`src/rtl/sr_latch_driver_if.sv`:
```
// sr_latch_driver_if: request handshake and latch drive bundle (latch_q/err added under SR_READBACK_EN)
interface sr_latch_driver_if;
  logic req_valid;
  logic req_value;
  logic req_ready;
  logic S;
  logic R;
  logic enable;
  logic busy;
  logic shadow_q;
`ifdef SR_READBACK_EN
  logic latch_q;
  logic err;
  modport master(output req_valid, req_value, latch_q, input req_ready, S, R, enable, busy, shadow_q, err);
  modport slave(input req_valid, req_value, latch_q, output req_ready, S, R, enable, busy, shadow_q, err);
`else
  modport master(output req_valid, req_value, input req_ready, S, R, enable, busy, shadow_q);
  modport slave(input req_valid, req_value, output req_ready, S, R, enable, busy, shadow_q);
`endif
endinterface

```
`src/rtl/sr_latch_driver.sv`:
```
// sr_latch_driver: set/reset/enable pulse sequencer for a gated SR latch with shadow copy (SR_READBACK_EN adds readback check)
module sr_latch_driver #(
  parameter int SETUP_CYCLES = 1,
  parameter int PULSE_CYCLES = 2
) (
  input logic clk,
  input logic rst,
  sr_latch_driver_if.slave bus
);
  localparam int MX = SETUP_CYCLES > PULSE_CYCLES ? SETUP_CYCLES : PULSE_CYCLES;
  localparam int CW = $clog2(MX + 1);
  typedef enum logic [1:0] {IDLE, SETUP, PULSE, HOLD} state_t;
  state_t st, nxt;
  logic [CW-1:0] cnt, nxt_cnt;
  logic val_r, nxt_val, sh_ld, drv;
  logic s_q, r_q, en_q, sh_q;
  // next state, down-counter and held value; S/R/enable are registered from the next state
  always_comb begin
    nxt = st;
    nxt_cnt = cnt;
    nxt_val = val_r;
    sh_ld = 1'b0;
    case (st)
      IDLE: if (bus.req_valid) begin
        nxt = SETUP;
        nxt_cnt = CW'(SETUP_CYCLES - 1);
        nxt_val = bus.req_value;
      end
      SETUP: if (cnt == '0) begin
        nxt = PULSE;
        nxt_cnt = CW'(PULSE_CYCLES - 1);
      end else nxt_cnt = cnt - 1'b1;
      PULSE: if (cnt == '0) begin
        nxt = HOLD;
        sh_ld = 1'b1;
      end else nxt_cnt = cnt - 1'b1;
      default: nxt = IDLE;
    endcase
    drv = nxt == SETUP || nxt == PULSE;
  end
  // state register and registered latch drive
  always_ff @(posedge clk) begin
    if (rst) begin
      st <= IDLE;
      cnt <= '0;
      val_r <= 1'b0;
      s_q <= 1'b0;
      r_q <= 1'b0;
      en_q <= 1'b0;
      sh_q <= 1'b0;
    end else begin
      st <= nxt;
      cnt <= nxt_cnt;
      val_r <= nxt_val;
      s_q <= drv & nxt_val;
      r_q <= drv & ~nxt_val;
      en_q <= nxt == PULSE;
      sh_q <= sh_ld ? val_r : sh_q;
    end
  end
  assign bus.req_ready = st == IDLE;
  assign bus.busy = st != IDLE;
  assign bus.S = s_q;
  assign bus.R = r_q;
  assign bus.enable = en_q;
  assign bus.shadow_q = sh_q;
`ifdef SR_READBACK_EN
  logic err_q;
  // sticky error when the latch disagrees with the written value during HOLD
  always_ff @(posedge clk) begin
    if (rst) err_q <= 1'b0;
    else if (st == HOLD && bus.latch_q != val_r) err_q <= 1'b1;
  end
  assign bus.err = err_q;
`endif
endmodule
```
`src/flat_wrapper.sv`:
```
// flat-port wrapper written by rule: the top's interface ports become plain ports
module sr_latch_driver_flat 
#(
  parameter int SETUP_CYCLES = 1,
  parameter int PULSE_CYCLES = 2
)
  (clk, rst, bus_req_valid, bus_req_value, bus_req_ready, bus_S, bus_R, bus_enable, bus_busy, bus_shadow_q);
  sr_latch_driver_if bus_i ();
  input logic clk;
  input logic rst;
  input wire logic [$bits(bus_i.req_valid)-1:0] bus_req_valid;
  input wire logic [$bits(bus_i.req_value)-1:0] bus_req_value;
  output wire logic [$bits(bus_i.req_ready)-1:0] bus_req_ready;
  output wire logic [$bits(bus_i.S)-1:0] bus_S;
  output wire logic [$bits(bus_i.R)-1:0] bus_R;
  output wire logic [$bits(bus_i.enable)-1:0] bus_enable;
  output wire logic [$bits(bus_i.busy)-1:0] bus_busy;
  output wire logic [$bits(bus_i.shadow_q)-1:0] bus_shadow_q;
  assign bus_i.req_valid = bus_req_valid;
  assign bus_i.req_value = bus_req_value;
  assign bus_req_ready = bus_i.req_ready;
  assign bus_S = bus_i.S;
  assign bus_R = bus_i.R;
  assign bus_enable = bus_i.enable;
  assign bus_busy = bus_i.busy;
  assign bus_shadow_q = bus_i.shadow_q;
  sr_latch_driver #(.SETUP_CYCLES(SETUP_CYCLES), .PULSE_CYCLES(PULSE_CYCLES)) u_core (.clk(clk), .rst(rst), .bus(bus_i));
endmodule
```
`config.mk`:
```
export PLATFORM = sky130hd
export DESIGN_NAME = sr_latch_driver_flat
export DESIGN_NICKNAME = d
export VERILOG_FILES = /design/src/rtl/sr_latch_driver_if.sv /design/src/rtl/sr_latch_driver.sv /design/src/flat_wrapper.sv
export SDC_FILE = /design/constraint.sdc
export NUM_CORES = 1
export LEC_CHECK = 0
export CORE_ASPECT_RATIO = 0.8
export CORE_MARGIN = 8
export CORE_UTILIZATION = 30
export DETAILED_ROUTE_END_ITERATION = 10
export PLACE_DENSITY = 0.6
export SETUP_SLACK_MARGIN = 0.05
export SLEW_MARGIN = 0
export SYNTH_ARGS = -nofsm -noshare
export SYNTH_HDL_FRONTEND = slang
export SYNTH_SLANG_ARGS = --single-unit
```
`constraint.sdc`:
```
create_clock -name clk -period 2.9 [get_ports clk]
set_input_delay 0.435 -clock clk [delete_from_list [all_inputs] [get_ports clk]]
set_output_delay 0.435 -clock clk [all_outputs]
set_load 0.03 [all_outputs]
```
==> results of run 1 <==
## tightest hold or removal path: cells and delay by family (launching register included)
| kind | cells | cell delay [ns] |
|---|---|---|
| simple gates | 1 | 0.05 |
| flops | 1 | 0.31 |
| compound gates | 1 | 0.06 |
## how the worst max path moves through the flow
stage | from | endpoint | slack [ns] | cells past startpoint
floorplan | u_core.st[0] | u_core.bus.R | 1.12 | 7
global placement | bus_req_valid | u_core.bus.R | 0.98 | 6
detailed placement | bus_req_valid | u_core.bus.R | 0.96 | 6
CTS | u_core.st[0] | bus_busy | 0.71 | 4
global route | u_core.st[0] | bus_busy | 0.62 | 4
finish | u_core.st[0] | bus_busy | 0.73 | 4
## placed cells by master, fill, tap and decap left out, types with 2 or more instances in the layout
cell and n:
sky130_fd_sc_hd__nor2b_1 3, sky130_fd_sc_hd__clkbuf_4 3, sky130_fd_sc_hd__ha_1 7, sky130_fd_sc_hd__inv_1 6, sky130_fd_sc_hd__dfxtp_1 9, sky130_fd_sc_hd__nor2_1 3
sky130_fd_sc_hd__nand2_1 5, sky130_fd_sc_hd__clkdlybuf4s50_1 9, sky130_fd_sc_hd__nor3_1 3, sky130_fd_sc_hd__nand2b_1 2, sky130_fd_sc_hd__o21ai_0 2, sky130_fd_sc_hd__mux2i_1 2
## final cells by class
cell class              count  area (um^2)  share of cell area
clock buffers               3         22.5              0.0353
inverters                   6         22.5              0.0353
flip-flops and latches      9          180               0.282
clock inverters             1         5.00             0.00784
well taps                  22         27.5              0.0431
multi-input cells          38          290               0.455
repair buffers              9         90.1               0.141
## state kept, by name (all words and copies together) (netlist names)
signal / cells
u_core.cnt: 2
u_core.bus.shadow_q: 1
u_core.val_r: 1
u_core.bus.R: 1
u_core.bus.enable: 1
u_core.bus.S: 1
u_core.st: 2
## power breakdown
part	internal, uW	switching, uW
clock network	50.9	44.5
logic	153	197
registers	155	22.3
total	358	263
## layer usage
metal / track usage / part of all wire / vias to the layer above
met5: 0 / 0 / -
met4: 0.0226 / 0 / 0
met3: 0.0466 / 0.059 / 0
met2: 0.112 / 0.45 / 6
met1: 0.0814 / 0.49 / 185
li1: - / - / 211
## metrics by stage
step	hold WS, ns	power, uW	util	area (um^2)
2_1_floorplan	0.443	427	-	497
3_3_place_gp	0.447	530	0.383	611
3_5_place_dp	0.462	530	0.383	611
4_1_cts	0.470	633	0.400	638
5_1_grt	0.493	681	0.400	638
6_report	0.472	621	0.400	638
## cells by family after synthesis
logic type	synth area share
multiplexers	0.0630
adder cells (fa/ha/maj)	0.176
AND/OR/NAND/NOR	0.191
flip-flops	0.363
AO/OA/AOI/OAI	0.154
buffers and inverters	0.0529
==> load_flow_metrics.sql, run 1 <==
INSERT INTO impl_metrics (metric_group, metric, value, unit) VALUES
('status', 'status', 'completed', ''),
('critical_path', 'setup.worst_path.end_class', 'primary output', ''),
('sta', 'fmax', '0.462', 'GHz'),
('detailed_routing', 'drt_first_pass_iters', '3', ''),
('critical_path', 'cpMaxStageDelayCell', 'sky130_fd_sc_hd__clkdlybuf4s50_1', ''),
('floorplan', 'std_cell_rows', '13', ''),
('sta', 'layout_worst_path_cycle_share', '0.747', ''),
('detailed_routing', 'post-route-drc-count', '0', ''),
('critical_path', 'timing.critical_path.required', '2.47', 'ns'),
('floorplan', 'chipWidth', '61.5', 'um'),
('hold_path', 'timing.hold.worst.class', 'flop to flop', ''),
('sta', 'finalWorstPathRequiredPeriod', '2.17', 'ns'),
('power', 'power.ir.vdd_worst', '308', 'uV'),
('cells_and_area', 'final-instance-count-excl-fill', '88', ''),
('cells_and_area', 'final_net_count', '78', ''),
('critical_path', 'critical_path_peak_fanout', '5', ''),
('logic_synthesis', 'synth_edf_count', '0', ''),
('run', 'max-cap-violations', '0', ''),
('logic_synthesis', 'syn-cell-area', '497', 'um^2'),
('logic_synthesis', 'yosysUniqueCellTypes', '22', ''),
('cts', 'cts.htree.levels', '1', ''),
('critical_path', 'cp_slowest_stage_delay', '0.66', 'ns'),
('critical_path', 'worstReg2RegStart', 'u_core.st[0]', ''),
('cts', 'cts-root-to-sink-buffers', '2', ''),
('critical_path', 'ff2ff_path_depth', '7', ''),
('critical_path', 'rrSetupSlack', '1.05', 'ns'),
('floorplan', 'initial_core_util', '0.312', ''),
('placement', 'dp.final_hpwl', '767', 'um'),
('sta', 'report.final.hold_viol_count', '0', ''),
('floorplan', 'core_region_area', '1590', 'um^2'),
('critical_path', 'path_class', 'flop to primary output', ''),
('sta', 'timing.final.max_slew_violations', '0', ''),
('global_route', 'antenna_found_initial', '0', ''),
('hold_path', 'timing.hold.worst.start', 'u_core.bus.shadow_q', ''),
('detailed_routing', 'ant_nets', '0', ''),
('sta', 'pin_slew_with_the_least_headroom_to_its_limit', '0.403', 'ns'),
('sta', 'worst_slew_slack_as_a_fraction_of_its_limit', '0.730', ''),
('critical_path', 'critical_path_arrival', '1.73', 'ns'),
('logic_synthesis', 'top_cells_by_area_synth', 'sky130_fd_sc_hd__dfxtp_1 (36%), sky130_fd_sc_hd__ha_1 (18%), sky130_fd_sc_hd__inv_1 (4.5%)', ''),
('hold_path', 'holdPathStages', '2', ''),
('placement', 'gpl.final_weighted_congestion', '0.810', ''),
('power', 'power.leakage', '0.000256', 'uW'),
('cells_and_area', 'drive_gt1_frac', '0.106', ''),
('logic_synthesis', 'synth_fp_nets', '65', ''),
('floorplan', 'i_o_pins', '10', ''),
('hold_path', 'whs_endpoint', 'u_core.bus.shadow_q', ''),
('global_route', 'grt_pass1_wl', '1740', 'um'),
('cells_and_area', 'flow.area_growth_from_synthesis', '28.5', '%'),
('cts', 'worst_skew_pair.late_latency', '0.26', 'ns'),
('sta', 'fin_tns_setup', '0', 'ns'),
('logic_synthesis', 'syn_inst', '54', ''),
('logic_synthesis', 'most_used_flip_flop_cell_after_synthesis', 'sky130_fd_sc_hd__dfxtp_1', ''),
('detailed_routing', 'dr_total_vias', '402', ''),
('sta', 'unrepaired_setup_endpoints_after_global_routing', 'no', ''),
('floorplan', 'chipHeight', '52.4', 'um'),
('logic_synthesis', 'postSynth.asyncResetShare', '0', ''),
('placement', 'dp_worst_setup_slack', '0.957', 'ns'),
('cts', 'postCtsSetupBuffers', '0', ''),
('critical_path', 'crit_top_cell', 'sky130_fd_sc_hd__inv_1', ''),
('global_route', 'gr-total-overflow', '0', ''),
('cts', 'post_cts.resized_instances', '0', ''),
('critical_path', 'cp_cell_sequence', 'inv_1 -> ha_1 -> inv_1 -> clkdlybuf4s50_1', ''),
('detailed_routing', 'avgRoutedWirePerCell', '11.1', 'um'),
('cts', 'cts_tree', 'built', ''),
('critical_path', 'total_buffers_and_inverters_traversed_by_the_critical_path', '3', ''),
('power', 'cellPowerDensity', '974', 'nW/um^2'),
('detailed_routing', 'drt_iter0_drc', '4', ''),
('global_route', 'first_global_vias', '399', ''),
('critical_path', 'cp_top_family', 'buffers and inverters', ''),
('detailed_routing', 'vias_per_cell', '4.57', ''),
('global_route', 'grt_max_degree', '12', '');
No activity file was read; power rests on OpenSTA's default activity.
==> run 2: changes to the inputs <==
- clock period: 2.9 -> 2 ns (I/O delays scaled with it)
==> run 2 against run 1 <==
Compared with the run above:
- worst setup slack worse by 0.46 ns
- first-iteration DRC count shrank 100%
- via count is 1.0% lower
- sequential power increased by 48%
- cell count increased by 1.1%
- clock skew is 0.0023 ns higher
- critical path depth grew 3
- hold slack got worse by 0.016 ns
- core utilization increased by 1.0 points
- wire length grew 0.62%
- design area rose by 2.5%
- non-clock buffer count up 1
==> load_flow_metrics.sql, run 2 (same netlist as run 1, synthesis figures left out) <==
INSERT INTO impl_metrics (metric_group, metric, value, unit) VALUES
('sta', 'worst_slew_slack_as_a_fraction_of_its_limit', '0.726', ''),
('critical_path', 'r2r-end', 'u_core.bus.R', ''),
('cts', 'cts_buffers', '3', ''),
('global_route', 'grt_pass1_wl', '1740', 'um'),
('sta', 'pin_slew_with_the_least_headroom_to_its_limit', '0.410', 'ns'),
('detailed_routing', 'wirelength_routed', '980', 'um'),
('power', 'cellPowerDensity', '1390', 'nW/um^2'),
('placement', 'gpl.final_weighted_congestion', '0.823', ''),
('power', 'post-layout-total-power', '912', 'uW'),
('global_route', 'grt_max_degree', '12', ''),
('cts', 'post_cts_hold_buffer_count', '0', ''),
('sta', 'unrepaired_setup_endpoints_after_global_routing', 'no', ''),
('placement', 'dp.final_hpwl', '782', 'um'),
('sta', 'timing.final.max_slew_violations', '0', ''),
('cells_and_area', 'final_cell_mix', 'sky130_fd_sc_hd__clkdlybuf4s50_1 (7), sky130_fd_sc_hd__dfxtp_1 (7), sky130_fd_sc_hd__inv_1 (6), sky130_fd_sc_hd__ha_1 (6), sky130_fd_sc_hd__nand2_1 (5)', ''),
('hold_path', 'holdPathStages', '2', ''),
('floorplan', 'i_o_pins', '10', ''),
('global_route', 'total_global_routing_track_utilization', '0.0761', ''),
('global_route', 'groute.layer.met1.usage', '0.0814', ''),
('critical_path', 'rrSetupSlack', '0.28', 'ns'),
('critical_path', 'ff2ff_path_depth', '7', ''),
('placement', 'cells_after_dpl', '85', ''),
('sta', 'fmax', '0.581', 'GHz'),
('detailed_routing', 'ant_nets', '0', ''),
('cts', 'clkTransAtPathRegs', '0.06', 'ns'),
('sta', 'layout_worst_path_cycle_share', '0.860', ''),
('hold_path', 'timing.hold.worst.start', 'u_core.bus.shadow_q', ''),
('cells_and_area', 'antennaDiodeCount', '0', ''),
('floorplan', 'std_cell_rows', '13', ''),
('cts', 'cts_num_sinks', '9', ''),
('critical_path', 'timing.critical_path.required', '2.19', 'ns'),
('critical_path', 'critical_path_peak_fanout', '6', ''),
('cts', 'worst_skew_pair.late_latency', '0.27', 'ns'),
('cells_and_area', 'final-instance-count-excl-fill', '89', ''),
('detailed_routing', 'dr_total_vias', '398', ''),
('cts', 'cts.htree.levels', '1', ''),
('global_route', 'grtUsageMet2', '0.112', ''),
('cells_and_area', 'drive_gt1_frac', '0.194', ''),
('global_route', 'gr-total-overflow', '0', ''),
('critical_path', 'critical_path_arrival', '1.91', 'ns'),
('sta', 'report.final.hold_viol_count', '0', ''),
('global_route', 'first_global_vias', '393', ''),
('run', 'max-cap-violations', '0', ''),
('cts', 'clock-root-buffer', 'sky130_fd_sc_hd__clkbuf_4', ''),
('floorplan', 'chipWidth', '61.5', 'um'),
('sta', 'fin_tns_setup', '0', 'ns'),
('cts', 'cts_tree', 'built', ''),
('cells_and_area', 'final_net_count', '79', ''),
('hold_path', 'timing.hold.worst.class', 'flop to flop', ''),
('power', 'power.ir.vdd_worst', '605', 'uV'),
('cts', 'cts-root-to-sink-buffers', '2', ''),
('cells_and_area', 'reg_top3', 'u_core.cnt x2, u_core.st x2', ''),
('status', 'status', 'completed', ''),
('placement', 'placement.io_buffers', '9', ''),
('critical_path', 'path_class', 'flop to flop', ''),
('hold_path', 'whs_endpoint', 'u_core.bus.shadow_q', ''),
('detailed_routing', 'vias_per_cell', '4.47', ''),
('detailed_routing', 'drt_iter0_drc', '0', ''),
('sta', 'finalWorstPathRequiredPeriod', '1.72', 'ns'),
('floorplan', 'dieArea', '3220', 'um^2'),
('sta', 'finalSetupViolations', '0', ''),
('cells_and_area', 'flow.area_growth_from_synthesis', '31.7', '%'),
('detailed_routing', 'avgRoutedWirePerCell', '11.0', 'um'),
('global_route', 'antenna_found_initial', '0', ''),
('global_route', 'busiest_layer', 'met2', ''),
('floorplan', 'core_region_area', '1590', 'um^2'),
('cells_and_area', 'design_area', '654', 'um^2'),
('critical_path', 'setup.worst_path.end_class', 'flop', ''),
('floorplan', 'initial_core_util', '0.312', ''),
('global_route', 'global_route.usage.met3', '0.0466', ''),
('critical_path', 'worstReg2RegStart', 'u_core.cnt[0]', ''),
('placement', 'postPlaceCellArea', '618', 'um^2'),
('floorplan', 'chipHeight', '52.4', 'um'),
('critical_path', 'critPathLaunchType', 'flop', ''),
('detailed_routing', 'drt_first_pass_iters', '1', ''),
('detailed_routing', 'post-route-drc-count', '0', ''),
('power', 'power.leakage', '0.000266', 'uW'),
('sta', 'clock-skew-final', '0.00624', 'ns');
run 2: changes by cell type in the layout (fill, tap and decap cells not counted), sizes merged:
cell,delta
dlygate4sd2,+2
buf,+1
clkdlybuf4s50,-2
run 2: what timing repair did:
item / CTS / global route
endpoints found under the setup margin: 2 / 1
pin swaps: 0 / 0
setup buffers: 0 / 0
hold endpoints to repair: 0 / 0
gates resized for setup: 2 / 5
run 2: routing by layer:
metal | up-vias | wire length (um)
met5 | - | 0
met4 | 0 | 12
met3 | 2 | 62
met2 | 7 | 415
met1 | 176 | 491
li1 | 213 | -
run 2: worst max path at each step:
stage,endpoint,depth (start not counted),slack (ns),start
final,u_core.bus.R,7,0.28,u_core.cnt[0]
after global routing,u_core.bus.R,7,0.1,u_core.st[0]
after global placement,u_core.bus.R,7,0.21,u_core.cnt[0]
after CTS,u_core.bus.R,7,0.19,u_core.cnt[0]
after floorplan,u_core.bus.R,7,0.22,u_core.st[0]
after detailed placement,u_core.bus.R,6,0.19,bus_req_valid
run 2: area by class of cell:
type	count	area, um^2
well taps	22	27.5
inverters	6	22.5
flip-flops and latches	9	183
fillers	179	940
clock inverters	1	5.00
clock buffers	3	22.5
repair buffers	10	95.1
multi-input cells	38	299
run 2: power by group:
part / total, uW / switching, uW / leakage (uW) / internal, uW
clock network: 139 / 65.0 / 0.0000177 / 73.8
registers: 262 / 33.9 / 0.0000742 / 228
logic: 511 / 289 / 0.000174 / 222
total: 912 / 388 / 0.000266 / 524
run 2: worst max-delay path, cell delays in order, from the launching register on:
cell                      delay [ns]
sky130_fd_sc_hd__dfxtp_1        0.38
sky130_fd_sc_hd__inv_1          0.08
sky130_fd_sc_hd__ha_2           0.23
sky130_fd_sc_hd__nor2b_1        0.11
sky130_fd_sc_hd__o21ai_0        0.10
sky130_fd_sc_hd__a31o_2         0.27
sky130_fd_sc_hd__ha_1           0.29
sky130_fd_sc_hd__nor3b_1        0.20
run 2: through the flow:
step | setup WS [ns] | util | hold slack [ns]
final | 0.279 | 0.411 | 0.456
after global routing | 0.0997 | 0.411 | 0.498
after CTS | 0.191 | 0.403 | 0.460
after detailed placement | 0.189 | 0.388 | 0.452
after global placement | 0.209 | 0.388 | 0.447
after floorplan | 0.222 | - | 0.443
